==> config.mk <==
export PLATFORM = sky130hd
export DESIGN_NAME = fft_iter_addr_gen
export DESIGN_NICKNAME = d
export VERILOG_FILES = /design/src/rtl/fft_iter_addr_gen.sv
export SDC_FILE = /design/constraint.sdc
export NUM_CORES = 1
export LEC_CHECK = 0
export BUFFER_PORTS_ARGS = -buffer_cell sky130_fd_sc_hd__clkbuf_2
export CELL_PAD_IN_SITES_DETAIL_PLACEMENT = 0
export CELL_PAD_IN_SITES_GLOBAL_PLACEMENT = 2
export CORE_MARGIN = 2
export CORE_UTILIZATION = 28
export DETAILED_ROUTE_END_ITERATION = 10
export GPL_TIMING_DRIVEN = 0
export PLACE_DENSITY = 0.8
export SLEW_MARGIN = 20
export SYNTH_ARGS = -nofsm -noshare
export SYNTH_HDL_FRONTEND = slang
export SYNTH_SLANG_ARGS = --single-unit
==> constraint.sdc <==
create_clock -name CLK -period 2.9 [get_ports CLK]
set_clock_uncertainty 0.1 [all_clocks]
set_input_delay 0.725 -clock CLK [delete_from_list [all_inputs] [get_ports CLK]]
set_output_delay 0.725 -clock CLK [all_outputs]
set_load 0.01 [all_outputs]
==> src/rtl/fft_iter_addr_gen.sv <==
// Butterfly/layer counter and address datapath for the iterative in-place radix-2 FFT.
// Read and twiddle addresses come combinationally from the indices; write addresses are captured on BUT_STROB.
module fft_iter_addr_gen #(
  parameter int LAYERS = 5,
  parameter int ButtWL = 4,
  parameter int LayWL  = 3,
  parameter int AddrWL = 5
) (
  input  logic              CLK,
  input  logic              RST,
  input  logic              EN,
  input  logic              ADDR_RST,
  input  logic              ADDR_EN,
  input  logic              LAY_EN,
  input  logic              BUT_STROB,
  output logic [AddrWL-1:0] RD_ADDR_A,
  output logic [AddrWL-1:0] RD_ADDR_B,
  output logic [AddrWL-1:0] WR_ADDR_A,
  output logic [AddrWL-1:0] WR_ADDR_B,
  output logic [ButtWL-1:0] TW_ADDR,
  output logic [LayWL-1:0]  LAYER,
  output logic [ButtWL-1:0] BUT_IDX,
  output logic              DONE
);

  localparam logic [LayWL-1:0] LAST_LAYER = LayWL'(LAYERS);
  localparam logic [LayWL-1:0] LAST_STAGE = LayWL'(LAYERS - 1);

  logic [ButtWL-1:0] r_but;
  logic [LayWL-1:0]  r_lay;
  logic [AddrWL-1:0] r_wr_a;
  logic [AddrWL-1:0] r_wr_b;

  logic              w_done;
  logic [LayWL-1:0]  w_stage;
  logic [AddrWL-1:0] w_rd_a;
  logic [AddrWL-1:0] w_rd_b;
  logic [ButtWL-1:0] w_tw;

  // Insert bit v into butterfly index b at bit position s.
  function automatic logic [AddrWL-1:0] insert_bit(input logic [ButtWL-1:0] b,
                                                   input logic [LayWL-1:0]  s,
                                                   input logic              v);
    logic [AddrWL-1:0] bx;
    logic [AddrWL-1:0] mask;
    logic [AddrWL-1:0] ins;
    bx   = {1'b0, b};
    mask = (AddrWL'(1) << s) - AddrWL'(1);
    ins  = v ? (AddrWL'(1) << s) : AddrWL'(0);
    return ((bx & ~mask) << 1) | (bx & mask) | ins;
  endfunction

  // Twiddle index: low s bits of b, scaled up to the ROM's full-resolution step.
  function automatic logic [ButtWL-1:0] twiddle_idx(input logic [ButtWL-1:0] b,
                                                    input logic [LayWL-1:0]  s);
    logic [ButtWL-1:0] mask;
    mask = (ButtWL'(1) << s) - ButtWL'(1);
    return (b & mask) << (LAST_STAGE - s);
  endfunction

  // Address mapping; stage clamps to the last layer once the transform is finished.
  always_comb begin
    w_done  = (r_lay == LAST_LAYER);
    w_stage = r_lay;
    if (w_done) begin
      w_stage = LAST_STAGE;
    end else begin
      w_stage = r_lay;
    end
    w_rd_a = insert_bit(r_but, w_stage, 1'b0);
    w_rd_b = insert_bit(r_but, w_stage, 1'b1);
    w_tw   = twiddle_idx(r_but, w_stage);
  end

  // Index counters and write-address capture; ADDR_RST overrides the strobes.
  always_ff @(posedge CLK) begin
    if (RST) begin
      r_but  <= '0;
      r_lay  <= '0;
      r_wr_a <= '0;
      r_wr_b <= '0;
    end else if (EN) begin
      if (ADDR_RST) begin
        r_but  <= '0;
        r_lay  <= '0;
        r_wr_a <= '0;
        r_wr_b <= '0;
      end else begin
        if (ADDR_EN && !w_done) begin
          r_but <= r_but + ButtWL'(1);
        end
        if (LAY_EN && !w_done) begin
          r_lay <= r_lay + LayWL'(1);
        end
        if (BUT_STROB) begin
          r_wr_a <= w_rd_a;
          r_wr_b <= w_rd_b;
        end
      end
    end
  end

  assign RD_ADDR_A = w_rd_a;
  assign RD_ADDR_B = w_rd_b;
  assign TW_ADDR   = w_tw;
  assign WR_ADDR_A = r_wr_a;
  assign WR_ADDR_B = r_wr_b;
  assign LAYER     = r_lay;
  assign BUT_IDX   = r_but;
  assign DONE      = w_done;

endmodule

==> results by group, run 1 <==
Outcome
  – Status: complete, no violations

Final layout
  – Final net count: 204
  – Most frequent cells in the layout: clkbuf_2, dfxtp_1, buf_4, nand2_1, nor2_1
  – Layout cells sized above 1: 43.39%
  – Commonest non-fill, non-tap cell in the layout: clkbuf_2
  – Area of the multi-input gates: 777.0 µm²
  – Post-synthesis to final-layout area growth: 40.35%
  – N_diodes: 0
  – Fill count: 434
  – Register area: 347.8 µm²
  – Layout Cells excl Fill: 239

Worst setup path
  – Arrival time at the worst endpoint: 2.04 ns
  – CP Max Fanout: 4
  – Crit Path Class: reg -> out
  – CP Capture Type: primary output
  – Worst endpoint required time: 2.08 ns
  – Beginning of the critical path: LAYER[1]
  – Startpoint types: flop
  – Worst reg2reg startpoint: LAYER[2]
  – Worst Reg2Reg Path Length in Cells: 9

Placed design
  – Port buffer count: 37
  – Placed insts: 223
  – RePlAce Congestion: 0.7896
  – DP HPWL: 2472 µm

Global routing
  – Vias in the first global route: 1055
  – Initial antenna violation count: 0
  – Total global-route track usage: 15.41%
  – Largest net degree at the start of global routing: 11
  – Overflow after GRT: 0
  – First-pass GRT wire length: 5306 µm

Route
  – Wire per inst: 14.25 µm
  – Wire length on met3: 189 µm
  – Starting DRT DRC Count: 44
  – Met2 WL post-DR: 1584 µm
  – M1 WL: 1614 µm
  – Post-route DRC: 0
  – Routed Antenna Nets: 0
  – Drt first pass iters: 4
  – Highest Signal Layer: met4
  – WL final: 3405 µm
  – Routed vias: 1144
  – Vias per Instance: 4.787

Power
  – Pleak: 0.0007209 µW
  – Maximum vdd ir drop: 0.1210 mV
  – Pwr/cell area: 313.9 nW/µm²

Logic synthesis
  – Synthesized cell area: 1147 µm²
  – Avg Inst Size Synth: 8.436 µm²
  – Cell variety after synth: 47
  – Seq cells post-synth: 17
  – Post-Synthesis Cells: 136
  – Main flop type after synthesis: dfxtp_1
  – Register area share after synthesis: 29.66%
  – Net Count, Synth: 150
  – EDFF count, synth: 0
  – Share of flip-flops with an asynchronous set or reset: 0%
  – Yosys warns: 0

Clock network
  – TritonCTS clock tree: done
  – Clock tree buffer depth: 2
  – CTS buffer count: 3
  – Root Buffer: clkbuf_8
  – H-tree Lvls: 1
  – Clock sink count: 17
  – Worst skew pair latency: 0.25 ns
  – Clock transition at the registers of the reported paths: 0.07 ns

Timing
  – Hold Vio Cnt, Final: 0
  – FMAX: 349.5 MHz
  – Max transition margin: 67.75%
  – RSZ-0062 raised after global routing: true
  – Setup violation total in the final timing report: 0
  – Min Hold Slack: 0.3581 ns
  – Final Cycle Share: 98.67%
  – Max-slew violation count: 0
  – Minimum clock period: 2.861 ns
  – Worst-Margin Slew: 0.4838 ns

Floorplanning
  – Initial core utilization: 28.89%
  – I/O pin total: 39
  – Die area: 4626 µm²
  – Die Span Y: 68.02 µm
  – CORE AREA: 3971 µm²
  – Chip width: 68.02 µm
  – FP Rows: 23

Min path
  – HP Start: WR_ADDR_B[2]
  – HP Class: reg -> reg
  – Hold depth: 2

Run
  – Max-Cap Viols: 0
==> flip-flops by register name, summed over array words and instances, names as in the netlist <==
name       cells
WR_ADDR_B      5
LAYER          3
BUT_IDX        4
WR_ADDR_A      5
==> worst paths after layout <==
check / to / slack (ns)
setup / recovery: TW_ADDR[1] / 0.04
hold / removal: WR_ADDR_B[2] / 0.36
setup reg to reg: WR_ADDR_B[0] / 0.94
hold reg to reg: WR_ADDR_B[2] / 0.36
==> where the power goes <==
group,internal (µW),switching [µW],leakage (µW)
logic,36.1,45.5,0.000557
clock network,95.4,86.7,0.0000255
registers,236,6.20,0.000139
==> stage by stage <==
stage | area [µm²] | power (µW) | TNS [ns] | setup WS (ns) | util, %
4_1_cts | 1529 | 501.7 | -0.02483 | -0.02483 | 38.50
3_3_place_gp | 1395 | 310.3 | -0.5054 | -0.2027 | 35.13
6_report | 1610 | 505.5 | 0 | 0.03867 | 40.55
3_5_place_dp | 1395 | 311.2 | -0.4859 | -0.2108 | 35.13
2_1_floorplan | 1147 | 286.3 | 0 | 0.07079 | -
5_1_grt | 1610 | 534.9 | -0.05263 | -0.05263 | 40.55
==> layout make-up <==
type / instances / share of cell area (%)
Multi-Input combinational cell: 104 / 48.25
Sequential cell: 17 / 21.60
Timing Repair Buffer: 49 / 17.09
Buffer: 8 / 4.118
Tap cell: 50 / 3.885
Clock buffer: 3 / 2.564
Inverter: 7 / 2.176
Clock inverter: 1 / 0.3108
==> metal layers <==
metal / global-route usage [%] / vias up
met5: 0 / -
met4: 3.750 / 0
met3: 4.276 / 2
met2: 23.91 / 26
met1: 21.08 / 530
li1: - / 586
==> logic make-up (layout without fill, tap and decap cells) <==
logic type | Yosys count | count (layout) | share of synthesized area, %
muxes | 1 | 1 | 0.9814
xor gates and xnor gates | 6 | 6 | 6.216
AOI/OAI and AO/OA | 35 | 35 | 23.01
adders and majority gates | 7 | 7 | 7.633
buffers and inverters | 15 | 68 | 7.306
DFF | 17 | 17 | 29.66
and+or+nand+nor | 55 | 55 | 25.19
==> worst max-delay path: stages, from the launching register on <==
cell and delay [ns]:
dfxtp_4 0.36, buf_12 0.12, inv_4 0.05, ha_4 0.15, nand2_8 0.06, o21ai_4 0.06
ha_2 0.20, nand2b_4 0.15, inv_4 0.05, mux2_4 0.25, a32oi_2 0.14, nor2_1 0.05
buf_2 0.13
==> what timing repair did <==
item | CTS | global route
buffers inserted | 3 | 9
pin swaps | 3 | 2
hold buffers | 0 | 0
resized for setup | 18 | 4
endpoints found under the setup margin | 9 | 4
==> Yosys cell counts, types with 3 or more instances <==
library cell | n | share of area (%)
o21ai_0 | 3 | 1.3
nand4_1 | 3 | 1.6
buf_4 | 3 | 2.0
a21oi_1 | 6 | 2.6
nand3_1 | 3 | 1.3
ha_1 | 7 | 7.6
nand2_1 | 15 | 4.9
inv_1 | 7 | 2.3
xnor2_1 | 4 | 3.1
nor2_1 | 13 | 4.3
dfxtp_1 | 17 | 30
a22oi_1 | 7 | 4.6
or2_1 | 3 | 1.6
nand2b_1 | 4 | 2.2
Note: power is estimated with default switching activity, not from simulation.
==> run 2, diff against run 1 <==
--- a/config.mk
+++ b/config.mk
@@ -8,6 +8,7 @@
 export BUFFER_PORTS_ARGS = -buffer_cell sky130_fd_sc_hd__clkbuf_2
 export CELL_PAD_IN_SITES_DETAIL_PLACEMENT = 0
 export CELL_PAD_IN_SITES_GLOBAL_PLACEMENT = 2
+export CORE_ASPECT_RATIO = 1.75
 export CORE_MARGIN = 2
 export CORE_UTILIZATION = 28
 export DETAILED_ROUTE_END_ITERATION = 10
==> constraint.sdc (replaced) <==
create_clock -name CLK -period 3.1 [get_ports CLK]
set_clock_uncertainty 0.1 [all_clocks]
set_input_delay 0.775 -clock CLK [delete_from_list [all_inputs] [get_ports CLK]]
set_output_delay 0.775 -clock CLK [all_outputs]
set_load 0.01 [all_outputs]
==> results by group, run 2 (synthesis gave the netlist of run 1 again) <==
Floorplanning
  – Die area: 4646 µm²
  – I/O pin total: 39
  – Chip width: 52.39 µm
  – FP Rows: 30
  – Die Span Y: 88.68 µm
  – CORE AREA: 3904 µm²
  – Initial core utilization: 29.39%

Power
  – Maximum vdd ir drop: 0.1496 mV
  – Total power: 459.5 µW
  – Pleak: 0.0006762 µW
  – Pwr/cell area: 300.0 nW/µm²

Placed design
  – Placed instance area: 1393 µm²
  – DP HPWL: 2593 µm
  – RePlAce Congestion: 0.7300
  – Pre-CTS setup slack: -0.09402 ns
  – Port buffer count: 37

Global routing
  – Vias in the first global route: 1091
  – Total global-route track usage: 15.05%
  – Initial antenna violation count: 0
  – First-pass GRT wire length: 5216 µm
  – Largest net degree at the start of global routing: 11
  – Overflow after GRT: 0

Run
  – Max-Cap Viols: 0

Clock network
  – Clock tree buffer depth: 2
  – Root Buffer: clkbuf_8
  – H-tree Lvls: 1
  – Clock transition at the registers of the reported paths: 0.07 ns
  – Worst skew pair latency: 0.25 ns
  – TritonCTS clock tree: done
  – CTS buffer count: 3
  – Clock sink count: 17
  – Hold buffers post-CTS: 0

Route
  – Routed Antenna Nets: 0
  – Wire per inst: 14.52 µm
  – WL final: 3325 µm
  – Starting DRT DRC Count: 26
  – Post-route DRC: 0
  – Routed vias: 1114
  – Vias per Instance: 4.865
  – Drt first pass iters: 4

Timing
  – Final Cycle Share: 96.40%
  – Setup violation total in the final timing report: 0
  – RSZ-0062 raised after global routing: false
  – Worst-Margin Slew: 0.5096 ns
  – Max transition margin: 66.02%
  – Min Hold Slack: 0.3517 ns
  – FMAX: 334.6 MHz
  – Max-slew violation count: 0
  – Hold Vio Cnt, Final: 0
  – Minimum clock period: 2.988 ns
  – Final worst slack: 0.1117 ns

Worst setup path
  – Startpoint types: flop
  – Beginning of the critical path: LAYER[1]
  – Worst endpoint required time: 2.22 ns
  – Reg2reg setup slack: 1.05 ns
  – CP Capture Type: primary output
  – Arrival time at the worst endpoint: 2.11 ns
  – Reg-to-reg endpoint: WR_ADDR_B[0]
  – CP endpoint: TW_ADDR[1]
  – Worst Reg2Reg Path Length in Cells: 11
  – Crit Path Class: reg -> out
  – Worst reg2reg startpoint: LAYER[1]
  – CP Max Fanout: 10

Outcome
  – Status: complete, no violations

Final layout
  – N_diodes: 0
  – Layout cells sized above 1: 38.67%
  – Post-Layout Inst Area: 1531 µm²
  – Post-synthesis to final-layout area growth: 33.48%
  – Most frequent cells in the layout: clkbuf_2, dfxtp_1, nand2_1, nor2_1
  – Final net count: 196
  – Commonest non-fill, non-tap cell in the layout: clkbuf_2

Min path
  – HP Class: reg -> reg
  – Hold depth: 2
[run 2: cell types whose count changed in the layout (fill, tap and decap cells not counted), sizes merged]
cell,before,now
inv,6,7
clkinv,1,0
buf,19,10
clkbuf,41,43
clkinvlp,1,0
[run 2: worst min path at each step]
stage	startpoint	end	slack, ns
3_5_place_dp	WR_ADDR_B[2]	WR_ADDR_B[2]	0.35
5_1_grt	WR_ADDR_B[3]	WR_ADDR_B[3]	0.38
6_report	WR_ADDR_B[2]	WR_ADDR_B[2]	0.35
3_3_place_gp	WR_ADDR_B[4]	WR_ADDR_B[4]	0.34
4_1_cts	WR_ADDR_B[2]	WR_ADDR_B[2]	0.35
2_1_floorplan	WR_ADDR_B[2]	WR_ADDR_B[2]	0.37
[run 2: final cells by class]
cell class / count / area [µm²]
repair buffers: 41 / 215.2
flip-flops and latches: 17 / 347.8
inverters: 7 / 26.28
multi-input cells: 104 / 775.7
fillers: 439 / 2372
plain buffers: 8 / 61.31
well taps: 48 / 60.06
clock buffers: 4 / 45.04
[run 2: power breakdown]
| group | switching, µW | internal (µW) | total (µW) |
|---|---|---|---|
| Clock | 72.1 | 91.0 | 163 |
| Sequential | 6.59 | 221 | 227 |
| Combinational | 39.7 | 29.5 | 69.1 |
| Total | 118 | 341 | 459 |
[run 2: repair_timing]
| action | in CTS | in global routing |
|---|---|---|
| endpoints found under the setup margin | 5 | 2 |
| hold endpoints to repair | 0 | 0 |
| setup buffers | 3 | 1 |
| gates resized for setup | 12 | 4 |
| pin swaps | 2 | 2 |
[run 2: layer usage]
layer	GRT usage, %	part of all wire, %
met2	26.25	54
met1	18.13	40
met3	0.5068	4.3
met4	8.159	1.9
met5	0	0
[run 2: worst max-delay path, cell delays in order (launching register included)]
cell and delay (ns):
dfxtp_4 0.35, buf_8 0.15, inv_2 0.07, ha_4 0.16, nand2_8 0.08, o21ai_4 0.08
ha_4 0.15, nand2b_4 0.13, inv_2 0.05, mux2_1 0.28, a32oi_1 0.17, nor2_1 0.06
clkbuf_2 0.12
[run 2: per-stage QoR]
stage               std cells  setup TNS (ns)  util, %
floorplan                 136               0        -
global placement          221        -0.09892    35.67
detailed placement        221         -0.1614    35.67
CTS                       228               0    38.53
global route              229               0    39.23
finish                    229               0    39.23
